--- src/rtl/mem_bus_arbiter.sv ---
// Arbitrates the single external memory bus between the fetch (IF) and data (MEM)
// ports, freezing the pipeline via pause_o until every live request is served.
module mem_bus_arbiter #(
  parameter int unsigned TIMEOUT = 255
) (
  input  logic        clk,
  input  logic        rst,
  input  logic        if_req_i,
  input  logic [31:0] if_addr_i,
  output logic        if_valid_o,
  output logic [31:0] if_rdata_o,
  input  logic        mem_req_i,
  input  logic        mem_we_i,
  input  logic [3:0]  mem_be_i,
  input  logic [31:0] mem_addr_i,
  input  logic [31:0] mem_wdata_i,
  output logic        mem_valid_o,
  output logic [31:0] mem_rdata_o,
  output logic        bus_req_o,
  output logic        bus_we_o,
  output logic [3:0]  bus_be_o,
  output logic [31:0] bus_addr_o,
  output logic [31:0] bus_wdata_o,
  input  logic [31:0] bus_rdata_i,
  input  logic        bus_ack_i,
  output logic        bus_err_o,
  output logic        pause_o
);

  typedef enum logic [1:0] {
    IDLE,
    GNT_MEM,
    GNT_IF
  } state_t;

  localparam logic [15:0] CNT_LAST = 16'(TIMEOUT - 1);

  state_t      state, state_d;
  logic        if_srv, mem_srv;
  logic [15:0] cnt;
  logic        pend_if, pend_mem;
  logic        load_if, load_mem;
  logic        done, abort, own_req;

  assign pend_if     = if_req_i & ~if_srv;
  assign pend_mem    = mem_req_i & ~mem_srv;
  assign pause_o     = pend_if | pend_mem;
  assign if_valid_o  = if_srv;
  assign mem_valid_o = mem_srv;

  always_comb begin
    state_d  = state;
    load_if  = 1'b0;
    load_mem = 1'b0;
    done     = 1'b0;
    abort    = 1'b0;
    own_req  = 1'b0;
    unique case (state)
      IDLE: begin
        if (pend_mem) begin
          state_d  = GNT_MEM;
          load_mem = 1'b1;
        end else if (pend_if) begin
          state_d = GNT_IF;
          load_if = 1'b1;
        end
      end
      GNT_MEM: begin
        own_req = mem_req_i;
        if (bus_ack_i || (cnt == CNT_LAST)) begin
          done  = 1'b1;
          abort = ~bus_ack_i;
          if (pend_if) begin
            state_d = GNT_IF;
            load_if = 1'b1;
          end else begin
            state_d = IDLE;
          end
        end
      end
      GNT_IF: begin
        own_req = if_req_i;
        if (bus_ack_i || (cnt == CNT_LAST)) begin
          done  = 1'b1;
          abort = ~bus_ack_i;
          if (pend_mem) begin
            state_d  = GNT_MEM;
            load_mem = 1'b1;
          end else begin
            state_d = IDLE;
          end
        end
      end
      default: state_d = IDLE;
    endcase
  end

  always_ff @(posedge clk or posedge rst) begin
    if (rst) state <= IDLE;
    else     state <= state_d;
  end

  // Bus registers and watchdog counter.
  always_ff @(posedge clk or posedge rst) begin
    if (rst) begin
      bus_req_o   <= 1'b0;
      bus_we_o    <= 1'b0;
      bus_be_o    <= '0;
      bus_addr_o  <= '0;
      bus_wdata_o <= '0;
      bus_err_o   <= 1'b0;
      cnt         <= '0;
    end else begin
      bus_err_o <= done & abort;
      if (load_mem) begin
        bus_req_o   <= 1'b1;
        bus_we_o    <= mem_we_i;
        bus_be_o    <= mem_be_i;
        bus_addr_o  <= mem_addr_i;
        bus_wdata_o <= mem_wdata_i;
        cnt         <= '0;
      end else if (load_if) begin
        bus_req_o   <= 1'b1;
        bus_we_o    <= 1'b0;
        bus_be_o    <= '1;
        bus_addr_o  <= if_addr_i;
        bus_wdata_o <= '0;
        cnt         <= '0;
      end else if (done) begin
        bus_req_o <= 1'b0;
      end else if (state == IDLE) begin
        cnt <= '0;
      end else begin
        cnt <= cnt + 16'd1;
      end
    end
  end

  // A completion whose request was withdrawn mid-flight (flush) is dropped entirely.
  always_ff @(posedge clk or posedge rst) begin
    if (rst) begin
      if_srv      <= 1'b0;
      mem_srv     <= 1'b0;
      if_rdata_o  <= '0;
      mem_rdata_o <= '0;
    end else begin
      if (!pause_o || !if_req_i)  if_srv  <= 1'b0;
      if (!pause_o || !mem_req_i) mem_srv <= 1'b0;
      if (done && own_req) begin
        if (state == GNT_IF) begin
          if_srv     <= 1'b1;
          if_rdata_o <= abort ? '0 : bus_rdata_i;
        end else begin
          mem_srv     <= 1'b1;
          mem_rdata_o <= abort ? '0 : bus_rdata_i;
        end
      end
    end
  end

endmodule

--- config.mk ---
export PLATFORM = sky130hd
export DESIGN_NAME = mem_bus_arbiter
export DESIGN_NICKNAME = d
export VERILOG_FILES = /design/src/rtl/mem_bus_arbiter.sv
export SDC_FILE = /design/constraint.sdc
export NUM_CORES = 1
export LEC_CHECK = 0
export BUFFER_PORTS_ARGS = -buffer_cell sky130_fd_sc_hd__buf_2
export CORE_MARGIN = 1.5
export CORE_UTILIZATION = 44
export DETAILED_ROUTE_END_ITERATION = 8
export PLACE_DENSITY = 0.79
export SETUP_SLACK_MARGIN = 0.2
export SKIP_LAST_GASP = 1
export SYNTH_ARGS = -nofsm -noshare
export SYNTH_HDL_FRONTEND = slang
export SYNTH_SLANG_ARGS = --single-unit
--- constraint.sdc ---
create_clock -name clk -period 5.55 [get_ports clk]
set_clock_uncertainty 0.05 [all_clocks]
set_input_delay 1.11 -clock clk [delete_from_list [all_inputs] [get_ports clk]]
set_output_delay 1.11 -clock clk [all_outputs]
set_load 0.01 [all_outputs]
Word-level counts from Yosys, hierarchy flattened
Index checks and enable logic that the tools add are counted.
{"block": "word_totals", "word_cells": 83, "regBits": 155}
{"block": "op_classes", "n_reduce_logical": 14, "eq_ne": 7, "n_addsub": 1, "n_bitwise": 8, "n_mux": 41}
{"op": "$mux W32", "n": 5}
{"op": "$mux W16", "n": 4}
{"op": "$mux W1", "n": 21}
{"op": "$add A16 B1 Y16 const B", "n": 1}
{"op": "$eq A16 B8 Y1 const B", "n": 1}
{"op": "$mux W2", "n": 5}
{"op": "$mux W4", "n": 2}
{"op": "$ne A3 B3 Y1 const B", "n": 2}
{"op": "$pmux W1 S2", "n": 3}
{"op": "$pmux W2 S3", "n": 1}
{"op": "$ne A2 B2 Y1 const B", "n": 2}
{"op": "$not A1 Y1", "n": 4}
{"op": "$reduce_and A2 Y1", "n": 2}
{"op": "$and A1 B1 Y1", "n": 3}
{"op": "$logic_not A1 Y1", "n": 3}
{"op": "$logic_or A1 B1 Y1", "n": 3}
{"op": "$reduce_and A3 Y1", "n": 1}
{"op": "$reduce_bool A3 Y1", "n": 1}
{"op": "$eq A2 B1 Y1 const B", "n": 1}
{"op": "$eq A2 B2 Y1 const B", "n": 1}
{"op": "$logic_not A2 Y1", "n": 1}
{"op": "$reduce_bool A2 Y1", "n": 1}
{"op": "$reduce_or A2 Y1", "n": 1}
{"op": "$logic_and A1 B1 Y1", "n": 1}
{"op": "$or A1 B1 Y1", "n": 1}

Depth between registers and ports, before layout
{"block": "depth", "word_depth": 8, "ltp_mapped": 10, "depth_no_buf": 7}

Worst setup path before layout
OpenSTA, ideal clock, no wires.
{"block": "synth_path", "kind": "input to register", "start": "input bus_ack_i", "end": "register if_rdata_o[1]", "arrival_ns": 2.488, "setup_slack_ns": 2.884, "path_stages": 6, "path_buffers": 1, "cell_sequence": "inv_1 -> nand2_1 -> nor4b_1 -> clkbuf_1 -> nor2b_1 -> mux2_1"}
{"block": "synth_between", "elab_chain_cells": 5, "elab_cells_between_ends": 9, "classes_between": "mux (5); bitwise (1); reduce/logical (3)"}
{"element": "start, declared", "line_no": "25", "rtl": "input logic bus_ack_i,"}
{"element": "$logic_or A1 B1 Y1", "line_no": "70, 83"}
{"element": "$mux W1", "line_no": "70, 83"}
{"element": "$mux W1"}
{"element": "$logic_and A1 B1 Y1", "line_no": "149", "rtl": "if (done && own_req) begin"}
{"element": "$reduce_and A2 Y1 (no source line)"}
{"element": "end signal, assigned", "line_no": "152", "rtl": "if_rdata_o <= abort ? '0 : bus_rdata_i;"}
{"element": "end, declared", "line_no": "11", "rtl": "output logic [31:0] if_rdata_o,"}
Parallel ways exist; a longest one is shown, timed or not.
A chain may end at the register's enable or synchronous reset.

Final worst setup path
{"block": "layout_path", "start": "register cnt[0]", "end": "register mem_rdata_o[0]"}
{"block": "layout_between", "elab_chain_cells": 6, "elab_cells_between_ends": 9, "classes_between": "eq/ne (1); mux (5); reduce/logical (3)"}
{"element": "start, declared", "line_no": "40", "rtl": "logic [15:0] cnt;"}
{"element": "start signal, assigned", "line_no": "134", "rtl": "cnt <= cnt + 16'd1;"}
{"element": "$eq A16 B8 Y1 (*)", "line_no": "70, 83"}
{"element": "$logic_or A1 B1 Y1 (*)", "line_no": "70, 83"}
{"element": "$mux W1", "line_no": "70, 83"}
{"element": "$mux W1"}
{"element": "$logic_and A1 B1 Y1", "line_no": "149"}
{"element": "$reduce_and A2 Y1 (no source line)"}
{"element": "end signal, assigned", "line_no": "155", "rtl": "mem_rdata_o <= abort ? '0 : bus_rdata_i;"}
{"element": "end, declared", "line_no": "18", "rtl": "output logic [31:0] mem_rdata_o,"}
Every way passes the cells marked *; elsewhere a longest branch is shown, timed or not.

==> flow_summary.toml <==
[clocking]
postCtsHoldBufs = 0
cts_made_buffers = 17
ctsResizeCount = 0
htree_num_levels = 4
cts-root-buf = "clkbuf_16"
post-cts-setup-buffers = 0
cts_tree = "done"
insertion_delay_ps = 410
cts.reportedPaths.clkPinSlew_ps = 60
cts.path.max_buffers = 2
cts.sinks = 155

[route]
wire_per_inst_um = 16.3
wl_um = 16100
drt-vias-per-instance = 5.16
drtIter0Drc = 169
drtPass1Iterations = 4
route.detailed.drc = 0
dr_total_vias = 5080
ant_nets = 0

[cells_and_area]
regArea_um2 = 3880
fillers = 1245
multi_input_area_um2 = 2790
finalNetCount = 928
final_common_cell = "buf_2"
utilization_pct = 59.0
n_antenna_cell = 0
final_cell_mix = "buf_2, dfrtp_1, mux2_2, mux2_1, a22o_1"
drive_above_1_share_pct = 51.4
fin_area_um2 = 8960
syn2layout_area_growth_pct = 31.0

[global_route]
grt_max_degree = 112
grt_overflow = 0
antenna_found_initial = 0
gr-usage-all-layers_pct = 19.9
grt_pass1_vias = 5005
grt_pass1_wl_um = 25500

[setup_path]
path_class = "reg2reg"
reg2reg_to = "mem_rdata_o[0]"
path_cells = "inv_1, ha_1, or4b_4, o41ai_4, and2_1, nand4b_4, mux2_1"
reg2reg_depth = 7
r2r_slack_ps = 1720
max_stage_delay_ps = 700
crit_fanout = 33
reg2reg_from = "cnt[0]"
slowest_stage = "and2_1"
startpoint_type = "flop"
required_ps = 5780
crit_path_end_kind = "flop"
critical_path.startpoint = "cnt[0]"
arrival_ps = 4060

[timing]
setup_tns_ps = 0
whs_ps = 434
max_freq_ghz = 0.261
period_needed_ps = 3830
finalWorstSetupSlack_ps = 1720
finalCritPeriodShare_pct = 69.0
rsz0062_at_grt = "false"
worst-slew-pin-transition_ps = 1030
setup_viol = 0
slew_headroom_pct = 31.3
hold_violations = 0
slew_viol_final = 0

[floorplanning]
die-area_um2 = 16300
die_h_um = 128
rows = 45
io-pin-count = 276
initial_core_util_pct = 45.0
dieWidth_um = 128
core_area_um2 = 15200

[yosys]
synth-main-ff-cell = "dfrtp_1"
synthArstFlopShare_pct = 100
synth.yosys.seq_area_share_pct = 56.7
synth_edf_count = 0
synthDistinctLibCells = 43
ys_ff_latch = 155
yosys_warnings = 0
syn_avg_cell_area_um2 = 13.3
netlist_area_um2 = 6840
syn_nets = 660
synthCells = 516

[outcome]
status = "complete, no violations"

[power_and_ir_drop]
power.density_nw_per_um2 = 529
static-leakage-power_nw = 4.53
ir_worst_vdd_mv = 0.275

[worst_hold_path]
hold_class = "reg2reg"
whs_endpoint = "bus_be_o[0]"
min-delay-start = "bus_be_o[0]"
worst_hold_path.num_cells = 1

[flow_run]
cap_violations = 0

[placed_design]
place_congestion = 0.803
hpwl_um = 11400
post-place-ws_ps = 1700
placed_area_um2 = 8360
io_buffers = 275
[critical path, delay by kind of cell (launching register included)]
| kind | cells | cell delay [ps] |
|---|---|---|
| adders and majority gates | 1 | 150 |
| AOI/OAI and AO/OA | 1 | 560 |
| muxes | 1 | 540 |
| DFF | 1 | 400 |
| and+or+nand+nor | 3 | 1880 |
| buffers and inverters | 1 | 100 |
[state kept, by name, indices dropped and copies added (netlist names), 2 cells and up]
name / cells
if_rdata_o: 32
bus_be_o: 4
bus_addr_o: 32
mem_rdata_o: 32
bus_wdata_o: 32
cnt: 16
state: 2
[worst max-delay path by stage]
stage / to / slack, ps / cells after the start
floorplan: bus_addr_o[0] / 210 / 1
finish: mem_rdata_o[0] / 1720 / 7
detailed placement: mem_rdata_o[0] / 1700 / 7
CTS: mem_rdata_o[9] / 1680 / 7
global placement: mem_rdata_o[29] / 1760 / 7
global route: mem_rdata_o[9] / 1430 / 7
[layout make-up]
class                           instances  area share [%]
Inverter                                8           0.391
Multi-Input combinational cell        321            31.2
Tap cell                              188            2.62
Clock inverter                         14            1.91
Clock buffer                           18            4.79
Sequential cell                       155            43.3
Timing Repair Buffer                  281            15.9
[metrics by stage]
step,power (mW),cells
2_1_floorplan,2.92,516
3_3_place_gp,3.56,953
3_5_place_dp,3.61,953
4_1_cts,4.81,985
5_1_grt,5.03,985
6_report,4.75,985
[synth_stat cells, types with 5 or more instances]
cell	instances	area share (%)
a21oi_1	19	1.4
a22o_1	34	4.4
a31oi_1	5	0.46
buf_2	12	0.88
clkbuf_1	14	0.77
dfrtp_1	155	57
ha_1	6	1.1
inv_1	8	0.44
mux2_1	40	6.6
mux2_2	88	14
nand2_1	12	0.66
nand3_1	5	0.37
nand3b_1	5	0.55
nor2_1	12	0.66
nor2b_1	32	2.9
o21ai_0	16	1.2
or4_1	5	0.55
[routing by layer]
metal	part of all wire, %	track usage, %	vias up	wire, µm
met5	0	0	-	0
met4	0.86	4.82	0	138
met3	8.6	7.76	13	1380
met2	50	32.7	197	7990
met1	41	24.8	2461	6570
li1	-	-	2409	-
[report_power, final]
group	internal, mW	switching, mW
clock	0.709	0.459
sequential	1.57	0.224
combinational	0.864	0.918
[cell families (layout without fill, tap and decap cells)]
logic type | count (synthesis) | count (layout) | synth area share [%]
AOI/OAI and AO/OA | 88 | 88 | 9.27
adders and majority gates | 6 | 6 | 1.10
buffers and inverters | 40 | 321 | 2.87
DFF | 155 | 155 | 56.7
muxes | 129 | 129 | 21.2
and+or+nand+nor | 98 | 98 | 8.85
Note: power is estimated with default switching activity, not from simulation.
